## src/rtl/vsu_pkg.sv

```systemverilog
// Shared constants, state encoding and helpers for the vector store unit.
// Optional feature macro used by the unit: VSU_STRIDE_EN (adds a stride input).
package vsu_pkg;

    localparam int VEC_W     = 512;
    localparam int WORD_W    = 32;
    localparam int NUM_WORDS = VEC_W / WORD_W;
    localparam int REG_IDX_W = 2;
    localparam int ADDR_W    = 32;
    localparam int STRIDE_W  = 8;

    typedef enum logic [1:0] {
        IDLE   = 2'd0,
        FETCH  = 2'd1,
        STREAM = 2'd2,
        DONE   = 2'd3
    } vsu_state_e;

    // Counter width that stays legal for a single-word vector.
    function automatic int idx_width(input int n);
        return (n > 1) ? $clog2(n) : 1;
    endfunction

endpackage

```

## src/rtl/vec_word_serializer.sv

```systemverilog
// Holds the captured vector snapshot and walks it one memory word at a time.
// The word index only moves when the current word has been accepted.
module vec_word_serializer #(
    parameter int VEC_W  = vsu_pkg::VEC_W,
    parameter int WORD_W = vsu_pkg::WORD_W
) (
    input  logic              clk,
    input  logic              reset,
    input  logic              load,
    input  logic              advance,
    input  logic [VEC_W-1:0]  rf_read_data,
    output logic [WORD_W-1:0] word,
    output logic              last
);
    import vsu_pkg::*;

    localparam int NW    = VEC_W / WORD_W;
    localparam int IDX_W = idx_width(NW);
    localparam logic [IDX_W-1:0] LAST_K = IDX_W'(NW - 1);

    logic [NW-1:0][WORD_W-1:0] snapshot;
    logic [IDX_W-1:0]          k;

    // The index parks on the final word so word stays in range until the next load.
    always_ff @(posedge clk or negedge reset) begin
        if (!reset) begin
            snapshot <= '0;
            k        <= '0;
        end else if (load) begin
            snapshot <= rf_read_data;
            k        <= '0;
        end else if (advance && (k != LAST_K)) begin
            k <= k + IDX_W'(1);
        end
    end

    assign word = snapshot[k];
    assign last = (k == LAST_K);

endmodule

```

## src/rtl/vec_store_unit.sv

```systemverilog
// Stores one vector register to memory as a stream of word writes with a valid/ready handshake.
// Optional: define VSU_STRIDE_EN to add an 8-bit word-stride input (otherwise stride is 1).
module vec_store_unit #(
    parameter int VEC_W  = vsu_pkg::VEC_W,
    parameter int WORD_W = vsu_pkg::WORD_W
) (
    input  logic                          clk,
    input  logic                          reset,
    input  logic                          start,
    input  logic [vsu_pkg::REG_IDX_W-1:0] src_reg,
    input  logic [vsu_pkg::ADDR_W-1:0]    base_addr,
`ifdef VSU_STRIDE_EN
    input  logic [vsu_pkg::STRIDE_W-1:0]  stride,
`endif
    output logic                          busy,
    output logic                          done,
    output logic [vsu_pkg::REG_IDX_W-1:0] rf_read_address,
    input  logic [VEC_W-1:0]              rf_read_data,
    output logic                          mem_valid,
    output logic [vsu_pkg::ADDR_W-1:0]    mem_addr,
    output logic [WORD_W-1:0]             mem_wdata,
    input  logic                          mem_ready
);
    import vsu_pkg::*;

    vsu_state_e            state;
    logic [STRIDE_W-1:0]   stride_q;
    logic                  load;
    logic                  accept;
    logic                  last_word;

    assign load   = (state == FETCH);
    assign accept = mem_valid && mem_ready;

`ifndef VSU_STRIDE_EN
    assign stride_q = STRIDE_W'(1);
`endif

    vec_word_serializer #(
        .VEC_W  (VEC_W),
        .WORD_W (WORD_W)
    ) u_serializer (
        .clk          (clk),
        .reset        (reset),
        .load         (load),
        .advance      (accept),
        .rf_read_data (rf_read_data),
        .word         (mem_wdata),
        .last         (last_word)
    );

    // mem_addr is loaded with the base at start and stepped only on an accepted word,
    // so address and data stay frozen while the memory stalls.
    always_ff @(posedge clk or negedge reset) begin
        if (!reset) begin
            state           <= IDLE;
            busy            <= 1'b0;
            done            <= 1'b0;
            mem_valid       <= 1'b0;
            mem_addr        <= '0;
            rf_read_address <= '0;
`ifdef VSU_STRIDE_EN
            stride_q        <= '0;
`endif
        end else begin
            done <= 1'b0;
            unique case (state)
                IDLE: begin
                    if (start) begin
                        state           <= FETCH;
                        busy            <= 1'b1;
                        rf_read_address <= src_reg;
                        mem_addr        <= base_addr;
`ifdef VSU_STRIDE_EN
                        stride_q        <= stride;
`endif
                    end
                end
                FETCH: begin
                    state     <= STREAM;
                    mem_valid <= 1'b1;
                end
                STREAM: begin
                    if (mem_ready) begin
                        if (last_word) begin
                            state     <= DONE;
                            mem_valid <= 1'b0;
                            done      <= 1'b1;
                        end else begin
                            mem_addr <= mem_addr + {{(ADDR_W-STRIDE_W){1'b0}}, stride_q};
                        end
                    end
                end
                DONE: begin
                    state <= IDLE;
                    busy  <= 1'b0;
                end
                default: state <= IDLE;
            endcase
        end
    end

endmodule

```

## config.mk

```make
export PLATFORM = sky130hd
export DESIGN_NAME = vec_store_unit
export DESIGN_NICKNAME = d
export VERILOG_FILES = /design/src/rtl/vsu_pkg.sv /design/src/rtl/vec_word_serializer.sv /design/src/rtl/vec_store_unit.sv
export SDC_FILE = /design/constraint.sdc
export NUM_CORES = 1
export LEC_CHECK = 0
export ABC_CLOCK_PERIOD_IN_PS = 3130
export CORE_ASPECT_RATIO = 0.5
export CORE_MARGIN = 4
export CORE_UTILIZATION = 35
export DETAILED_ROUTE_END_ITERATION = 7
export GPL_TIMING_DRIVEN = 0
export SYNTH_ARGS = -nofsm -noshare
export SYNTH_HDL_FRONTEND = slang
export SYNTH_SLANG_ARGS = --single-unit
export TNS_END_PERCENT = 20
```

## constraint.sdc

```tcl
create_clock -name clk -period 3.13 [get_ports clk]
set_input_delay 0.626 -clock clk [delete_from_list [all_inputs] [get_ports clk]]
set_output_delay 0.626 -clock clk [all_outputs]
set_load 0.005 [all_outputs]
```

==> impl_metrics.yaml, run 1 <==
yosys:
  netlist_area_um2: 25100
  synthCells: 1569
  synth_top_area_share_pct: 55.2
  ys_ff_latch: 555
  ys_types: 44
  synth.net_count: 2125
  yosys-top-cells-count: "555 x dfrtp_1, 515 x mux2_2, 160 x mux4_2"
  synth_top_family_by_area: "multiplexers"
  synth_area_leader_cell: "dfrtp_1"
  synth_edf_count: 0
  yosys_warnings: 0
  synth_xor_area_share_pct: 0.105
  synth_fa_ha_area_share_pct: 0.299
  synthMuxAreaShare_pct: 38.1
  yosysMostFrequentCell: "dfrtp_1"
  ys_seq_area_share_pct: 55.2
  yosys.area_share.simple_pct: 2.46
  synthTopCellsByArea: "dfrtp_1 55%, mux2_2 23%, mux4_2 14%"
  synth_area_per_cell_um2: 16.0
  ys.flop_type: "dfrtp_1"
  synth-compound-area-share_pct: 1.97
  synth-async-reset-ratio_pct: 100
timing:
  setup_slack_ps: -246
  worst_pin_slew_ps: 1090
  setup_tns_ps: -5820
  finalSetupViolations: 32
  finalClockSkew_ps: 21.2
  rsz0062_at_grt: "yes"
  slew_headroom_pct: 27.2
  slew_viol_final: 0
  fmax_mhz: 296
  hold_viol_final: 0
  holdWs_ps: 453
  min_period_ps: 3380
  finalCritPeriodShare_pct: 108
drt:
  first_pass_iters: 4
  wl_per_cell_um: 28.3
  via_count: 17419
  wl_um: 94500
  vias_per_cell: 5.22
  drtIter0Drc: 1054
  detail-route-antenna-nets: 0
  drc: 0
clocking:
  cts_root_buffer: "clkbuf_16"
  clockBufferDepth: 3
  clk_latency_ps: 610
  cts_buffers: 53
  cts_tree: "done"
  cts.sinks: 555
  cts.clk_slew.worst_paths_ps: 70
  cts_htree_levels: 2
global_routing:
  grt_pass1_vias: 18669
  grt-ovfl-total: 0
  grt_pass1_wl_um: 132000
  grt_max_degree: 116
  grt_use_total_pct: 24.0
  antenna_found_initial: 61
floorplan:
  start_util_pct: 35.4
  die-width_um: 387
  die_area_um2: 76400
  row_count: 69
  floorplan.die.height_um: 198
  io_pins: 619
  core_area_um2: 71100
placement:
  gp_congestion: 0.872
  dp_cells: 3150
  port_buffers: 618
  dpl.hpwl_um: 71400
cells_and_area:
  fillers: 6214
  final_nets: 2837
  drive_above_1_share_pct: 37.8
  multi_input_area_um2: 10800
  seq_area_um2: 13900
  layout-area-overhead-vs-synth_pct: 40.5
  finalNonFillerCells: 3338
critical_path:
  r2r-start: "state[1]"
  path_max_fanout: 5
  reg2reg_depth: 7
  worst_ep_arrival_time_ps: 2750
  required_ps: 2500
  path_class: "register to output pin"
  endpoint_kind: "output pin"
  timing.reg2reg.setup_slack_ps: 20
  start_kind: "register"
  rr_endpoint: "u_serializer.snapshot[414]"
power_and_ir_drop:
  peakVddDrop_uv: 487
  p_leak_nw: 14.0
  power_frac_clock_pct: 18.1
  p_int_mw: 25.1
  total_power_mw: 37.5
  swShare_pct: 33.2
  p_sw_mw: 12.5
  combPwrFrac_pct: 47.0
  power_frac_seq_pct: 34.9
  p_per_area_nw_per_um2: 1060
worst_hold_path:
  hold_class: "primary input to asynchronous set/reset pin"
outcome:
  violations: "setup timing"
  status: "complete, but fails checks"
run:
  max-cap-violations: 0
-- power by group through the flow --
| stage | Sequential [mW] | Clock [mW] | Combinational, mW |
|---|---|---|---|
| 2_1_floorplan | 12.3 | 0 | 10.9 |
| 5_1_grt | 13.5 | 7.25 | 18.7 |
| 3_5_place_dp | 13.1 | 0 | 16.9 |
| 4_1_cts | 13.0 | 6.95 | 17.6 |
| 6_report | 13.1 | 6.78 | 17.6 |
| 3_3_place_gp | 13.1 | 0 | 16.6 |
-- worst max-delay path, stage by stage (launching register included) --
cell and delay, ps:
dfrtp_2 450, clkbuf_16 220, buf_12 140, buf_16 150, mux4_2 500, mux4_2 540, buf_6 150
-- worst max-delay path by stage --
stage                      startpoint                    endpoint  slack [ps]  cells past startpoint
floorplan           u_serializer.k[0]               mem_wdata[10]         490                      4
global placement                reset  u_serializer.snapshot[119]      -24880                      1
detailed placement  u_serializer.k[1]                mem_wdata[6]        -700                      5
CTS                 u_serializer.k[0]               mem_wdata[13]        -300                      6
global route        u_serializer.k[0]               mem_wdata[22]        -310                      6
finish              u_serializer.k[0]               mem_wdata[17]        -250                      6
-- layout by cell type, fill, tap and decap left out, types with 6 or more instances in the layout --
cell type        instances
diode_2                 57
clkbuf_16               58
nor2_1                  20
and3_1                   7
inv_1                    6
buf_16                  12
a21oi_1                 24
nand3_1                 24
mux4_2                 160
buf_8                    6
buf_4                   20
buf_2                   15
buf_6                   22
dfrtp_1                553
nand2_1                 29
clkinv_2                10
o22ai_1                 23
clkbuf_8                18
buf_12                   9
clkdlybuf4s50_1        585
nand4_1                 10
clkbuf_4                 7
o21ai_0                 18
clkbuf_2                 9
ha_1                     6
buf_1                    9
mux2i_1                 17
clkbuf_1                74
mux2_2                 515
-- registers in the layout (all words and copies together) (netlist names) --
register	count
u_serializer.snapshot	512
mem_addr	32
state	2
busy	1
done	1
rf_read_address	2
u_serializer.k	4
mem_valid	1
-- metal layers --
| layer | track usage (%) | wire length (um) |
|---|---|---|
| met2 | 42.9 | 51400 |
| met4 | 12.5 | 3640 |
| met5 | 0 | 27 |
| met1 | 28.1 | 35700 |
| met3 | 4.14 | 3680 |
-- metrics by stage --
stage | area [um2] | setup WS (ps) | utilization (%)
floorplan | 25100 | 492 | -
CTS | 35100 | -297 | 49.3
global route | 35300 | -311 | 49.7
global placement | 32500 | -24880 | 45.8
finish | 35300 | -246 | 49.7
detailed placement | 32700 | -704 | 46.0
-- repair_timing --
item,in CTS,in global routing
endpoints found under the hold margin,20,0
endpoints found under the setup margin,52,56
gates cloned,2,1
hold buffers,1,0
setup buffers,29,4
pin swaps,0,0
resized for setup,250,20
-- final cells by class --
| class | instances | share of cell area, % |
|---|---|---|
| Buffer | 108 | 2.13 |
| Clock buffer | 80 | 4.53 |
| Timing Repair Buffer | 660 | 19.0 |
| Antenna cell | 57 | 0.404 |
| Multi-Input combinational cell | 897 | 30.6 |
| Clock inverter | 17 | 0.549 |
| Inverter | 6 | 0.0638 |
| Sequential cell | 555 | 39.3 |
| Tap cell | 958 | 3.39 |
-- kinds of logic (layout without fill, tap and decap cells) --
logic type               Yosys count  after routing
flip-flops                       555            555
multiplexers                     692            692
XOR/XNOR                           3              3
buffers and inverters            117            871
AO/OA/AOI/OAI                     82             82
AND/OR/NAND/NOR                  114            114
other                              0             57
adder cells (fa/ha/maj)            6              6
(Power assumes the default switching activity.)
==> run 2: changes to the inputs <==
Settings changed: CORE_UTILIZATION 35 to 50, PLACE_DENSITY set to 0.81.
==> run 2 against run 1 <==
  * Sequential cell count unchanged
  * Sequential share of layout area increased by 0.41 points
  * Critical endpoint is now mem_wdata[5]
  * Register-to-register slack improved by 60 ps
  * Fmax decreased by 0.20%
  * Largest cell class unchanged
  * The flow still finishes with violations (setup timing)
  * First-iteration DRC count increased by 46%
  * Highest routed layer unchanged
  * Non-clock buffer count increased by 7
  * Hold slack improved by 49 ps
==> impl_metrics.yaml, run 2 (synthesis results as in run 1) <==
critical_path:
  max_stage_delay_ps: 560
  path_cells: "clkbuf_16 > buf_12 > buf_12 > mux4_2 > mux4_2 > buf_6"
  path_max_fanout: 7
  path_class: "register to output pin"
  timing.reg2reg.setup_slack_ps: 80
  worst_path_max_delay_cell: "mux4_2"
  endpoint_kind: "output pin"
  worst_ep_arrival_time_ps: 2760
  required_ps: 2500
  start_kind: "register"
floorplan:
  floorplan.die.height_um: 167
  io_pins: 619
  row_count: 57
  die_area_um2: 54100
  die-width_um: 325
  core_area_um2: 49100
  start_util_pct: 51.2
placement:
  gp_congestion: 0.928
  place_ws_ps: -854
  post_dp_cell_area_um2: 32300
  dpl.hpwl_um: 66700
  port_buffers: 618
  dp_cells: 2841
cells_and_area:
  finalNonFillerCells: 3039
  reg.largest.list: "u_serializer.snapshot: 512 flops, mem_addr: 32 flops, u_serializer.k: 4 flops"
  largest_register_ffs: 512
  final_nets: 2841
  final_common_cell: "clkdlybuf4s50_1"
  drive_above_1_share_pct: 37.8
  regMostFlops: "u_serializer.snapshot"
  final_cell_area_um2: 34900
  fillers: 3270
  layout_common_cells: "585 x clkdlybuf4s50_1, 553 x dfrtp_1, 515 x mux2_2"
  layout-area-overhead-vs-synth_pct: 39.0
drt:
  via_count: 18386
  drc: 0
  vias_per_cell: 6.05
  wl_um: 91200
  detail-route-antenna-nets: 0
  drtIter0Drc: 1544
  wl_per_cell_um: 30.0
  first_pass_iters: 5
timing:
  fmax_mhz: 296
  hold_viol_final: 0
  worst_pin_slew_ps: 1200
  finalCritPeriodShare_pct: 108
  finalSetupViolations: 32
  setup_slack_ps: -253
  finalClockSkew_ps: 11.6
  holdWs_ps: 502
  min_period_ps: 3380
  slew_headroom_pct: 20.1
  rsz0062_at_grt: "yes"
  slew_viol_final: 0
global_routing:
  grt_max_degree: 122
  grt_pass1_vias: 19295
  grt_use_total_pct: 32.8
  antenna_found_initial: 70
  grt_pass1_wl_um: 129000
  grt-ovfl-total: 0
clocking:
  cts_buffers: 50
  clockBufferDepth: 3
  cts_tree: "done"
  clk_latency_ps: 600
  cts.sinks: 555
  cts.clk_slew.worst_paths_ps: 70
  cts_htree_levels: 2
  cts_root_buffer: "clkbuf_16"
power_and_ir_drop:
  power_frac_clock_pct: 17.5
  peakVddDrop_uv: 523
  swShare_pct: 33.9
  p_int_mw: 25.1
  combPwrFrac_pct: 47.3
  p_per_area_nw_per_um2: 1080
  p_leak_nw: 14.0
  p_sw_mw: 12.8
  power_frac_seq_pct: 35.2
outcome:
  status: "complete, but fails checks"
  violations: "setup timing"
worst_hold_path:
  hold_class: "register to register"
run:
  max-cap-violations: 0
[run 2: cell types whose count changed in the layout (fill, tap and decap cells not counted), sizes merged]
cell	before	now
clkdlybuf4s18	2	0
clkbuf	166	162
diode	57	67
clkinv	10	7
buf	93	100
clkinvlp	2	1
bufinv	4	6
clkdlybuf4s15	1	2
[run 2: power by group through the flow]
stage	combinational [mW]	sequential, mW	clock (mW)
finish	17.9	13.3	6.62
global route	18.9	13.6	6.99
CTS	17.7	13.1	6.65
detailed placement	16.8	13.2	0
global placement	16.3	13.1	0
floorplan	10.9	12.3	0
[run 2: per-layer routing]
| metal | wire [um] | global-route usage (%) | share of wire [%] |
|---|---|---|---|
| met1 | 33600 | 40.3 | 37 |
| met2 | 46300 | 53.8 | 51 |
| met3 | 6350 | 7.38 | 7.0 |
| met4 | 4980 | 19.2 | 5.5 |
| met5 | 13 | 0 | 0.014 |
[run 2: worst paths after layout]
path | depth (start not counted) | end | startpoint
max | 6 | mem_wdata[5] | u_serializer.k[0]
min | 1 | u_serializer.snapshot[65] | u_serializer.snapshot[65]
max reg2reg | 7 | u_serializer.snapshot[377] | state[1]
min reg2reg | 1 | u_serializer.snapshot[65] | u_serializer.snapshot[65]
max in group asynchronous | 4 | rf_read_address[0] | reset
min in group asynchronous | 2 | u_serializer.snapshot[118] | reset
[run 2: area by class of cell]
cell class	count	area, um2	share of cell area, %
sequential	555	13900	39.7
clock buffer	75	1490	4.25
inverter	6	22.5	0.0644
timing repair buffer	666	6810	19.5
clock inverter	15	231	0.662
antenna	67	168	0.480
multi-input combinational	897	10800	30.9
tap	649	812	2.32
buffer	109	743	2.13
[run 2: critical path, delay by kind of cell, from the launching register on]
kind,cells,cell delay [ps]
muxes,2,1090
buffers and inverters,4,620
DFF,1,440
[run 2: per-stage QoR]
| stage | util [%] | setup TNS, ps | power (mW) |
|---|---|---|---|
| floorplan | - | 0 | 23.2 |
| global placement | 65.4 | - | 29.4 |
| detailed placement | 65.7 | -24080 | 29.9 |
| CTS | 70.7 | -5430 | 37.5 |
| global route | 71.1 | -6680 | 39.5 |
| finish | 71.1 | -4850 | 37.9 |
[run 2: timing repair]
item	CTS	global route
resized for setup	247	26
hold endpoints to repair	46	0
gates cloned	6	0
setup endpoints to repair	52	32
setup buffers	27	12
hold buffers	1	0
==> run 3: changes to the inputs <==
Settings changed: PLACE_DENSITY 0.81 to 0.8, SYNTH_HIERARCHICAL set to 1.
==> run 3 against run 2 <==
  * The run still ends with setup timing left
  * Synthesized area up 2.2%
  * Routed wire length increased by 3.3%
  * Highest routed layer unchanged
  * Sequential power is essentially flat
  * Combinational power is 8% higher
  * Die area rose by 2.2%
  * Final cell count up 8.1%
  * Final area is 3.6% higher
  * Sequential share of layout area decreased by 1.4 points
  * Critical path depth rose by 4
  * Critical path type unchanged
  * Power grew 3.1%
  * Non-clock buffer count increased by 3
  * Core utilization grew 0.56 points
==> impl_metrics.yaml, run 3 <==
critical_path:
  path_cells: "buf_6 > buf_12 > buf_12 > buf_6 > mux2i_4 > a221oi_4 > buf_12 > o21ai_0 > nand2_1 > buf_6"
  required_ps: 2500
  worst_path_max_delay_cell: "dfrtp_1"
  timing.reg2reg.setup_slack_ps: 260
  start_kind: "register"
  worst_ep_arrival_time_ps: 2730
  endpoint_kind: "output pin"
  path_max_fanout: 9
  path_class: "register to output pin"
  max_stage_delay_ps: 400
floorplan:
  start_util_pct: 50.9
  die_area_um2: 55300
  die-width_um: 329
  io_pins: 619
  core_area_um2: 50500
  floorplan.die.height_um: 168
  row_count: 58
cells_and_area:
  final_common_cell: "clkdlybuf4s50_1"
  final_nets: 3042
  seq_area_um2: 13900
  regMostFlops: "u_serializer/snapshot"
  layout-area-overhead-vs-synth_pct: 40.8
  multi_input_area_um2: 12100
  drive_above_1_share_pct: 36.1
  largest_register_ffs: 512
  final_cell_area_um2: 36200
  reg.largest.list: "u_serializer/snapshot: 512 flops, mem_addr: 32 flops, u_serializer/k: 4 flops"
  finalNonFillerCells: 3285
  fillers: 3415
  fin_util_pct: 71.7
  layout_common_cells: "585 x clkdlybuf4s50_1, 553 x dfrtp_1, 515 x mux2_2"
drt:
  wl_per_cell_um: 28.7
  drtIter0Drc: 1650
  vias_per_cell: 5.96
  via_count: 19567
  detail-route-antenna-nets: 0
  drc: 0
  wl_um: 94200
  first_pass_iters: 5
yosys:
  yosysMostFrequentCell: "dfrtp_1"
  synth.net_count: 2341
  synthTopCellsByArea: "dfrtp_1 54%, mux2_2 23%, mux2i_1 5.5%"
  synth-async-reset-ratio_pct: 100
  yosys_warnings: 6
  ys_types: 55
  synth_area_leader_cell: "dfrtp_1"
  ys_ff_latch: 555
  synth_top_area_share_pct: 54.0
  synth_edf_count: 0
  netlist_area_um2: 25700
  ys.flop_type: "dfrtp_1"
  synth_area_per_cell_um2: 14.4
  synthCells: 1785
  ys_seq_area_share_pct: 54.0
  yosys-top-cells-count: "555 x dfrtp_1, 515 x mux2_2, 140 x mux2i_1"
timing:
  finalCritPeriodShare_pct: 107
  finalSetupViolations: 28
  holdWs_ps: 52.7
  rsz0062_at_grt: "yes"
  slew_headroom_pct: 28.4
  min_period_ps: 3360
  fmax_mhz: 298
  slew_viol_final: 0
  worst_pin_slew_ps: 1070
  hold_viol_final: 0
  finalClockSkew_ps: 23.8
  setup_slack_ps: -226
power_and_ir_drop:
  p_leak_nw: 14.8
  peakVddDrop_uv: 510
  p_per_area_nw_per_um2: 1080
placement:
  port_buffers: 618
  dp_cells: 3098
  post_dp_cell_area_um2: 32900
  place_ws_ps: -621
  dpl.hpwl_um: 69600
  gp_congestion: 0.913
global_routing:
  grt_pass1_vias: 20530
  grt-ovfl-total: 0
  antenna_found_initial: 74
  grt_max_degree: 125
  grt_use_total_pct: 33.0
  grt_pass1_wl_um: 134000
clocking:
  clockBufferDepth: 3
  cts_htree_levels: 2
  cts_tree: "done"
  cts_root_buffer: "clkbuf_16"
  cts_hold_buf: 0
  cts.clk_slew.worst_paths_ps: 70
  cts_buffers: 50
  clk_latency_ps: 590
  cts.sinks: 555
outcome:
  violations: "setup timing"
  status: "complete, but fails checks"
worst_hold_path:
  hold_class: "primary input to asynchronous set/reset pin"
run:
  max-cap-violations: 0
-- run 3: cell types whose count changed after synthesis, sizes merged, moves of 5 or more --
cell    change
buf        +72
o21ai      +29
mux4       -96
a221oi     +66
clkbuf     -53
o22ai       -5
mux2i     +123
nand4       -6
and3       +13
a22oi      +31
nand2      +25
-- run 3: area by class of cell --
| class | instances | share of cell area (%) |
|---|---|---|
| antenna | 72 | 0.498 |
| sequential | 555 | 38.4 |
| multi-input combinational | 1093 | 33.3 |
| inverter | 8 | 0.0829 |
| clock buffer | 75 | 4.11 |
| tap | 690 | 2.38 |
| clock inverter | 14 | 0.321 |
| buffer | 128 | 2.58 |
| timing repair buffer | 650 | 18.4 |
-- run 3: logic make-up (layout without fill, tap and decap cells) --
| kind of cell | after synthesis | count (layout) | share of synthesized area [%] |
|---|---|---|---|
| DFF | 555 | 555 | 54.0 |
| muxes | 719 | 719 | 33.7 |
| buffers and inverters | 137 | 875 | 2.90 |
| and+or+nand+nor | 146 | 146 | 2.94 |
| AOI/OAI and AO/OA | 219 | 219 | 6.03 |
| xor gates and xnor gates | 3 | 3 | 0.102 |
| other | 0 | 72 | 0 |
| adders and majority gates | 6 | 6 | 0.292 |
-- run 3: metrics by stage --
| stage | power (mW) | setup TNS [ps] |
|---|---|---|
| finish | 39.1 | -2920 |
| CTS | 38.2 | -2980 |
| global placement | 29.9 | - |
| global route | 40.8 | -4900 |
| detailed placement | 30.5 | -9580 |
| floorplan | 23.7 | 0 |
-- run 3: final timing paths --
kind,start,endpoint,cells after the start
min in group clk,u_serializer/snapshot[11],u_serializer/snapshot[11],1
worst max-delay path,u_serializer/k[0],mem_wdata[20],10
worst min-delay path,reset,mem_addr[6],1
worst max register to register,state[1],u_serializer/snapshot[91],6
worst min register to register,u_serializer/snapshot[11],u_serializer/snapshot[11],1
max in group asynchronous,reset,u_serializer/snapshot[171],3
-- run 3: timing repair --
action                     in CTS  in global routing
setup endpoints to repair      32                 32
pin swaps                      51                 35
setup buffers                  19                  8
resized for setup             261                 49
-- run 3: where the power goes --
group / internal, mW / switching [mW]
clock: 3.37 / 2.85
sequential: 11.0 / 2.52
combinational: 10.3 / 9.08
total: 24.6 / 14.4
-- run 3: routing by layer --
layer  wire (um)  part of all wire (%)  vias to the layer above  GRT usage [%]
li1            -                     -                     8228              -
met1       36300                    39                    10293           41.7
met2       47000                    50                      777           53.0
met3        5710                   6.1                      265           6.22
met4        5080                   5.4                        4           20.4
met5          27                 0.029                        -              0
-- run 3: critical path, delay by kind of cell, from the launching register on --
| kind | cells | cell delay (ps) |
|---|---|---|
| muxes | 1 | 200 |
| DFF | 1 | 400 |
| AOI/OAI and AO/OA | 2 | 440 |
| and+or+nand+nor | 1 | 210 |
| buffers and inverters | 6 | 890 |
